### src/rtl/mac_seq.sv
// Pipelined signed multiply-accumulate engine: LEN-term dot product over valid/ready streams.
// Optional saturating arithmetic and sticky ovf port when MAC_SAT_EN is defined.
module mac_seq #(
  parameter int IN_W  = 8,
  parameter int ACC_W = 26,
  parameter int LEN   = 16
) (
  input  logic             clk,
  input  logic             rst_n,
  input  logic             clr_n,
  input  logic             in_vld,
  output logic             in_rdy,
  input  logic [IN_W-1:0]  in1,
  input  logic [IN_W-1:0]  in2,
  output logic             out_vld,
  input  logic             out_rdy,
  output logic [ACC_W-1:0] acc
`ifdef MAC_SAT_EN
  ,
  output logic             ovf
`endif
);

  localparam int CW = $clog2(LEN + 1);

  typedef enum logic [1:0] {
    IDLE,
    ACC,
    FLUSH,
    DONE
  } state_t;

  state_t                  r_state;
  logic [CW-1:0]           r_cnt;
  logic signed [2*IN_W-1:0] r_prod;
  logic                    r_prod_vld;
  logic [ACC_W-1:0]        r_acc;
  logic                    r_in_rdy;
  logic                    r_out_vld;

  logic                    w_in_xfer;
  logic                    w_out_xfer;
  logic                    w_last;
  logic signed [2*IN_W-1:0] w_prod;
  logic signed [ACC_W-1:0] w_prod_ext;
  logic [ACC_W-1:0]        w_acc_nxt;

  assign w_in_xfer  = in_vld & r_in_rdy;
  assign w_out_xfer = r_out_vld & out_rdy;
  assign w_last     = (r_cnt == CW'(LEN - 1));
  assign w_prod     = $signed(in1) * $signed(in2);
  assign w_prod_ext = ACC_W'(r_prod);

`ifdef MAC_SAT_EN
  logic             r_ovf;
  logic [ACC_W:0]   w_sum;
  logic             w_sat;

  // One guard bit: top two bits disagree exactly on signed overflow.
  assign w_sum = {r_acc[ACC_W-1], r_acc} + {w_prod_ext[ACC_W-1], w_prod_ext};
  assign w_sat = w_sum[ACC_W] ^ w_sum[ACC_W-1];

  always_comb begin
    w_acc_nxt = w_sum[ACC_W-1:0];
    if (w_sat) begin
      w_acc_nxt = w_sum[ACC_W] ? {1'b1, {(ACC_W-1){1'b0}}}
                               : {1'b0, {(ACC_W-1){1'b1}}};
    end
  end

  always_ff @(posedge clk) begin
    if (!rst_n || !clr_n) begin
      r_ovf <= 1'b0;
    end else if (r_state == DONE && w_out_xfer) begin
      r_ovf <= 1'b0;
    end else if (r_prod_vld && w_sat) begin
      r_ovf <= 1'b1;
    end
  end

  assign ovf = r_ovf;
`else
  assign w_acc_nxt = r_acc + w_prod_ext;
`endif

  always_ff @(posedge clk) begin
    if (!rst_n || !clr_n) begin
      r_state    <= IDLE;
      r_cnt      <= '0;
      r_prod     <= '0;
      r_prod_vld <= 1'b0;
      r_acc      <= '0;
      r_in_rdy   <= 1'b1;
      r_out_vld  <= 1'b0;
    end else begin
      r_prod_vld <= w_in_xfer;
      if (w_in_xfer) begin
        r_prod <= w_prod;
      end
      if (r_prod_vld) begin
        r_acc <= w_acc_nxt;
      end
      unique case (r_state)
        IDLE, ACC: begin
          if (w_in_xfer) begin
            if (w_last) begin
              r_state  <= FLUSH;
              r_cnt    <= '0;
              r_in_rdy <= 1'b0;
            end else begin
              r_state <= ACC;
              r_cnt   <= r_cnt + CW'(1);
            end
          end
        end
        FLUSH: begin
          r_state   <= DONE;
          r_out_vld <= 1'b1;
        end
        DONE: begin
          if (w_out_xfer) begin
            r_state   <= IDLE;
            r_out_vld <= 1'b0;
            r_in_rdy  <= 1'b1;
            r_acc     <= '0;
          end
        end
        default: r_state <= IDLE;
      endcase
    end
  end

  assign in_rdy  = r_in_rdy;
  assign out_vld = r_out_vld;
  assign acc     = r_acc;

endmodule

### config.mk
export PLATFORM = sky130hd
export DESIGN_NAME = mac_seq
export DESIGN_NICKNAME = d
export VERILOG_FILES = /design/src/rtl/mac_seq.sv
export SDC_FILE = /design/constraint.sdc
export NUM_CORES = 1
export LEC_CHECK = 0
export CELL_PAD_IN_SITES_DETAIL_PLACEMENT = 1
export CELL_PAD_IN_SITES_GLOBAL_PLACEMENT = 2
export CORE_ASPECT_RATIO = 0.6
export CORE_MARGIN = 1
export CORE_UTILIZATION = 40
export DETAILED_ROUTE_END_ITERATION = 7
export DONT_BUFFER_PORTS = 1
export PLACE_DENSITY = 0.79
export SETUP_SLACK_MARGIN = 0.1
export SLEW_MARGIN = 15
export SYNTH_ARGS = -nofsm -noshare
export SYNTH_HDL_FRONTEND = slang
export SYNTH_SLANG_ARGS = --single-unit
### constraint.sdc
create_clock -name clk -period 7 [get_ports clk]
set_clock_uncertainty 0.15 [all_clocks]
set_input_delay 1.4 -clock clk [delete_from_list [all_inputs] [get_ports clk]]
set_output_delay 1.4 -clock clk [all_outputs]
set_load 0.1 [all_outputs]
==> metrics.md, run 1 <==
| Metric | Value |
|---|---|
| CP Max Fanout | 8 |
| Vias in the first global route | 4,830 |
| Hold worst-path end | r_prod[11]$_SDFFE_PP0P_ |
| Total CTS buffers | 5 |
| Sequential share of the synthesized area | 18.4% |
| DRT iter0 DRCs | 170 |
| Flops & latches, synth | 52 |
| Netlist cell types | 65 |
| Synth top area share | just under 20% |
| Die W | 155 µm |
| H-tree Lvls | 2 |
| Count leader, synth | inv_1 |
| CORE AREA | 13,700 µm² |
| WL per Instance | 16.6 µm |
| Syn_nets | 784 |
| Leakage | 2.81 nW |
| Hold_buf cts | 0 |
| Final wirelength | 14.0 mm |
| Final Core Density | between 40% and 50% |
| Share of cells above drive strength 1 | under 10% |
| CTS tree | built |
| Hold Fails Final Rpt | 0 |
| Setup bufs post-CTS | 0 |
| Clk sinks | 52 |
| Register-to-register setup slack | 3490 ps |
| Mean Syn Cell Area | 8.67 µm² |
| FP Rows | 33 |
| Skew-Pair Late Insertion Delay | 300 ps |
| Final ANT Viol Nets | 0 |
| Die Area | between 10,000 and 15,000 µm² |
| Clk slew on worst S/H paths | about 70 ps |
| Vias | around 4,500 |
| Tot GR Track Use | 21.0% |
| Worst Hold Class | register to register |
| Critical path, cell by cell | nand2_1, fa_1, inv_1, fa_1, inv_1, fa_1, fa_1, inv_1, ha_1, and3_1, a2111oi_0, o21ai_0, o31ai_1, a21o_1 |
| CP peak stage delay | between 600 and 700 ps |
| DP HPWL | 11.6 mm |
| CP required | 7090 ps |
| Reg2reg path depth | 10 |
| Async SR Flop Fraction | 0% |
| Worst flop-to-flop path endpoint | acc[24]$_SDFF_PP0_ |
| Chip height | 94.1 µm |
| CTS max path bufs | 2 |
| Pre-antenna DRT Iters | 4 |
| Final net count | 782 |
| Root Driver | clkbuf_16 |
| Final Wtd Congestion | 0.798 |
| Synth Instances | 652 |
| Area growth, synth to finish | 6.93% |
| Power Density | 266 nW/µm² |
| Final Cycle Share | 79.6% |
| Hold path start | r_prod[11]$_SDFFE_PP0P_ |
| First-pass GRT wire length | 24.2 mm |
| Antenna violations before repair | 0 |
| Hold path depth | 2 |
| R2r startpoint | acc[0]$_SDFF_PP0_ |
| Final setup TNS | 0 ps |
| Status | completed |
| Setup crit start kind | input pin |
| DR DRC count | 0 |
| Pin count of the biggest net entering global routing | 34 |
| Initial core utilization | 41.2% |
| Most frequent cells after synthesis | inv_1 (88), nand2_1 (57), fa_1 (56) |
| Ant. Diodes | 0 |
| Top Ports | just under 50 |
| Max rail drop VDD | 119 µV |
| # setup viols final | 0 |
| Synth area leader | fa_1 |
| Worst Path Arrival | 5670 ps |
| Type of the worst setup path | input pin to register |
| RSZ-0062 raised after global routing | no |
| Grt total ovfl | 0 |
| Dominant synthesized flop cell | dfxtp_1 |
| Drt via density | 5.31 |
| Crit-path slowest cell | fa_1 |
| Worst-Margin Slew | 1100 ps |
| Rel. slew slack | a little over a quarter |
| Min Tclk post-route | 5570 ps |
| Post-Syn Area | 5650 µm² |
| Fmax achieved | 0.179 GHz |
| Post-synth EDFFs | 0 |
| Crit end category | register |
| # resized after CTS | 0 |
| PortBufs | 0 |
| Max Cap Viol | 0 |
| Cell mode on critical path | fa_1 |
| Final Max Slew Viols | 0 |
| Synth Warn # | 0 |
| Ranking of synthesized cells by area | fa_1 (20%), dfxtp_1 (18%), ha_1 (12%) |
## flip-flops by register name (all words and copies together) (netlist names)
name,flops
r_cnt,5
in_rdy,1
r_state,2
out_vld,1
r_prod,16
r_prod_vld,1
acc,26
## cells by family (layout without fill, tap and decap cells)
kind of cell | after synthesis | count (layout) | share of synthesized area (%)
AO/OA/AOI/OAI | 120 | 120 | 14.5
multiplexers | 21 | 21 | 3.76
adder cells (fa/ha/maj) | 111 | 111 | 32.0
AND/OR/NAND/NOR | 212 | 212 | 19.0
XOR/XNOR | 35 | 35 | 5.42
flip-flops | 52 | 52 | 18.4
buffers and inverters | 101 | 99 | 6.91
## per-layer routing
metal  vias up  global-route usage, %  wire length [µm]
li1       2185                      -                 -
met4         0                   2.70                44
met3         7                   4.01               738
met5         -                      0                 0
met1      2209                   30.6              7220
met2        66                   32.7              6000
## worst max-delay path by stage
| stage | start | endpoint | slack (ps) | cells after the start |
|---|---|---|---|---|
| floorplan | in1[3] | r_prod[15]$_SDFFE_PP0P_ | 1570 | 17 |
| finish | in1[7] | r_prod[15]$_SDFFE_PP0P_ | 1430 | 14 |
| detailed placement | in1[7] | r_prod[15]$_SDFFE_PP0P_ | 1150 | 13 |
| global placement | in1[3] | r_prod[15]$_SDFFE_PP0P_ | 1320 | 17 |
| CTS | in1[7] | r_prod[15]$_SDFFE_PP0P_ | 1430 | 13 |
| global route | in1[7] | r_prod[15]$_SDFFE_PP0P_ | 1110 | 14 |
## stage by stage
stage	cells	hold slack, ps	area (µm²)	total power [mW]	setup slack [ps]
after floorplan	652	286	5650	1.10	1570
after global placement	835	303	5860	1.27	1320
after detailed placement	835	306	5860	1.30	1150
after CTS	842	316	6040	1.64	1430
after global routing	842	329	6040	1.78	1110
final	842	315	6040	1.61	1430
## power by group
group	switching [mW]	total (mW)	internal (mW)
Combinational	0.520	0.919	0.399
Sequential	0.0451	0.367	0.322
Clock	0.117	0.320	0.203
Total	0.682	1.61	0.924
## cell type report
cell class / count / area, µm²
Fill cell: 1685 / 7660
Multi-Input combinational cell: 499 / 4220
Sequential cell: 52 / 1040
Inverter: 89 / 334
Tap cell: 192 / 240
Clock buffer: 5 / 125
Clock inverter: 2 / 60.1
Timing Repair Buffer: 3 / 22.5
## placed cells by master, fill, tap and decap left out, types with 3 or more instances in the layout
cell type and instances:
inv_1 88, nand2_1 57, fa_1 56, ha_1 55, dfxtp_1 52, nor2_1 47
and2_1 40, a21oi_1 33, xnor2_1 23, mux2i_1 19, o21ai_0 14, nand3_1 13
a21o_1 13, nor3_1 12, xor2_1 12, a211oi_1 9, nor2b_1 8, o21ai_1 8
nand4_1 6, or3_1 5, clkbuf_16 5, nand2b_1 4, and4_1 4, a31oi_1 4
o21bai_1 4, a21oi_2 3, o211ai_1 3, a2111oi_0 3, o21a_1 3, and3_1 3
buf_4 3
## worst max-delay path: cells and delay by family
| family | cells | cell delay, ps |
|---|---|---|
| compound gates | 4 | 1020 |
| simple gates | 2 | 340 |
| buf+inv | 3 | 250 |
| fa+ha+maj | 5 | 2640 |
(Power assumes the default switching activity.)
==> run 2: changes to the inputs <==
CORE_UTILIZATION = 37   (was 40)
PLACE_DENSITY = 0.77   (was 0.79)
clock period = 5.1 ns   (was 7 ns; I/O delays follow)
==> run 2 against run 1 <==
Clock-buffer cell count unchanged. Sequential cell count did not move. Register-to-register slack worse by 1900 ps. Sequential share of layout area shrank 0.86 points. First-iteration DRC count down 13%. Clock power increased by 27%. Setup slack lost 1200 ps. Highest routed layer unchanged.
==> metrics.md, run 2 (same netlist as run 1, synthesis figures left out) <==
| Metric | Value |
|---|---|
| Setup bufs post-CTS | 0 (unchanged) |
| CP Max Fanout | 8 (unchanged) |
| Register-to-register setup slack | 1640 ps (-1850 ps) |
| Initial core utilization | 38.4% (-2.8 points) |
| Antenna violations before repair | 0 (unchanged) |
| Final ANT Viol Nets | 0 (unchanged) |
| Share of cells above drive strength 1 | 10.1% (+6.4 points) |
| Worst-Margin Slew | 1070 ps (-36.4 ps) |
| First-pass GRT wire length | 24.7 mm (+2.1%) |
| Met2 GRT Util | 30.5% (-2.1 points) |
| Clk sinks | 52 (unchanged) |
| Chip height | 97.7 µm (+3.9%) |
| GR peak layer | met2 |
| Hold_buf cts | 0 (unchanged) |
| Vias | 4,623 (+3.5%) |
| H-tree Lvls | 2 (unchanged) |
| Clk slew on worst S/H paths | 70 ps (about the same) |
| Leakage | 2.97 nW (+5.9%) |
| Hold path depth | 2 (unchanged) |
| RSZ-0062 raised after global routing | no |
| CTS tree | built |
| Final Cycle Share | between 90% and 100% |
| Tot GR Track Use | 19.5% (-1.5 points) |
| # resized after CTS | 0 (unchanged) |
| Max rail drop VDD | 198 µV (+66%) |
| Min Tclk post-route | 4830 ps |
| FP Rows | 34 (+3.0%) |
| Die Area | 15,800 µm² (+8.0%) |
| # setup viols final | 0 (unchanged) |
| Worst flop-to-flop path endpoint | acc[24]$_SDFF_PP0_ |
| DP Area | 6110 µm² (+4.2%) |
| DR DRC count | 0 (unchanged) |
| CORE AREA | 14,700 µm² (+7.4%) |
| Final Wtd Congestion | 0.804 (+0.75%) |
| Total CTS buffers | 5 (unchanged) |
| DP HPWL | 11.9 mm (+2.5%) |
| Reg2reg path depth | 10 (unchanged) |
| Placed Cells | 873 (+4.6%) |
| Grt total ovfl | 0 (unchanged) |
| CTS max path bufs | 2 (unchanged) |
| Final-layout fill cell count | 1,786 (+6.0%) |
| Rel. slew slack | 28.7% (+2.4 points) |
| Skew-Pair Late Insertion Delay | 300 ps (about the same) |
| Final net count | 814 (+4.1%) |
| Final Max Slew Viols | 0 (unchanged) |
| DRT iter0 DRCs | 148 (-13%) |
| R2r startpoint | acc[0]$_SDFF_PP0_ |
| Non-Filler Instances | 881 (+4.6%) |
| Final wirelength | 14.3 mm (+2.1%) |
| Hold worst-path end | r_prod[11]$_SDFFE_PP0P_ |
| Status | completed |
| Type of the worst setup path | input pin to register |
| Power Density | 379 nW/µm² (+43%) |
| Worst Hold Class | register to register |
| Pin count of the biggest net entering global routing | 34 (unchanged) |
| Top Ports | 49 (unchanged) |
| Max Cap Viol | 0 (unchanged) |
| Total power | 2.41 mW (+50%) |
| Drt via density | 5.25 (-1.1%) |
| Die W | 162 µm (+3.9%) |
| Commonest non-fill, non-tap cells in the layout | inv_1 (87), fa_1 (56), nand2_1 (55), ha_1 (52), dfxtp_1 (52) |
| Max FFs per register | 26 (unchanged) |
| Met1 Usage GRT | 28.6% (-2.0 points) |
| PortBufs | 0 (unchanged) |
| Final Instance Area | 6360 µm² (+5.3%) |
| CP required | 5150 ps (-1940 ps) |
| Routing usage on met3 | 3.48% (-0.53 points) |
| Hold Fails Final Rpt | 0 (unchanged) |
| WL per Instance | 16.2 µm (-2.4%) |
| Ant. Diodes | 0 (unchanged) |
| Pre-antenna DRT Iters | 4 (unchanged) |
| Fmax achieved | 0.207 GHz |
| Worst Path Arrival | 4880 ps (-790 ps) |
| Root Driver | clkbuf_16 |
| Vias in the first global route | 4,865 (+0.72%) |
| Area growth, synth to finish | 12.6% |
| Hold path start | r_prod[11]$_SDFFE_PP0P_ |
| Commonest non-fill, non-tap cell in the layout | inv_1 |
| Setup crit start kind | input pin |
| Crit end category | register |
## run 2: changes by cell type in the layout (fill, tap and decap cells not counted), sizes merged
cell,previous run,this run
bufinv,2,1
clkinvlp,0,1
buf,3,35
inv,88,89
## run 2: stage by stage
step | worst slack [ps] | setup TNS [ps] | util [%] | hold WS [ps]
after floorplan | 93.3 | 0 | - | 286
after global placement | -59.4 | -164 | 41.5 | 305
after detailed placement | -184 | -491 | 41.5 | 306
after CTS | 131 | 0 | 42.7 | 317
after global routing | 124 | 0 | 43.2 | 338
final | 274 | 0 | 43.2 | 315
## run 2: worst max-delay path by stage
stage                     startpoint                       to  slack (ps)  depth (start not counted)
after floorplan               in1[3]  r_prod[13]$_SDFFE_PP0P_          90                         17
after global placement        in1[3]  r_prod[13]$_SDFFE_PP0P_         -60                         17
after detailed placement      in1[3]  r_prod[15]$_SDFFE_PP0P_        -180                         17
after CTS                     in1[3]  r_prod[15]$_SDFFE_PP0P_         130                         18
after global routing          in1[3]  r_prod[15]$_SDFFE_PP0P_         120                         17
final                         in1[3]  r_prod[15]$_SDFFE_PP0P_         270                         17
## run 2: layout make-up
cell class	instances	area, µm²	share of cell area [%]
flip-flops and latches	52	1040	16.4
multi-input cells	499	4310	67.7
clock inverters	3	46.3	0.727
inverters	89	334	5.25
repair buffers	35	263	4.13
clock buffers	5	125	1.97
well taps	198	248	3.89
## run 2: power breakdown
part / switching (mW) / total [mW] / internal [mW] / leakage, nW
Clock: 0.173 / 0.407 / 0.234 / 0.0804
Sequential: 0.0432 / 0.484 / 0.441 / 0.421
Combinational: 0.823 / 1.52 / 0.699 / 2.47
## run 2: routing by layer
metal  wire, µm  vias up
li1           -     2267
met1       7430     2284
met2       6180       64
met3        596        8
met4         88        0
met5          0        -
## run 2: critical path: stages
cell and delay (ps):
and2_1 150, fa_1 530, inv_1 50, fa_1 480, inv_1 60, fa_1 520, inv_1 50, fa_1 530
inv_1 60, ha_4 240, o21ai_1 70, nor2_1 80, o211ai_1 240, nand2_2 150, a2111oi_4 380, o31ai_1 100
a21o_1 160
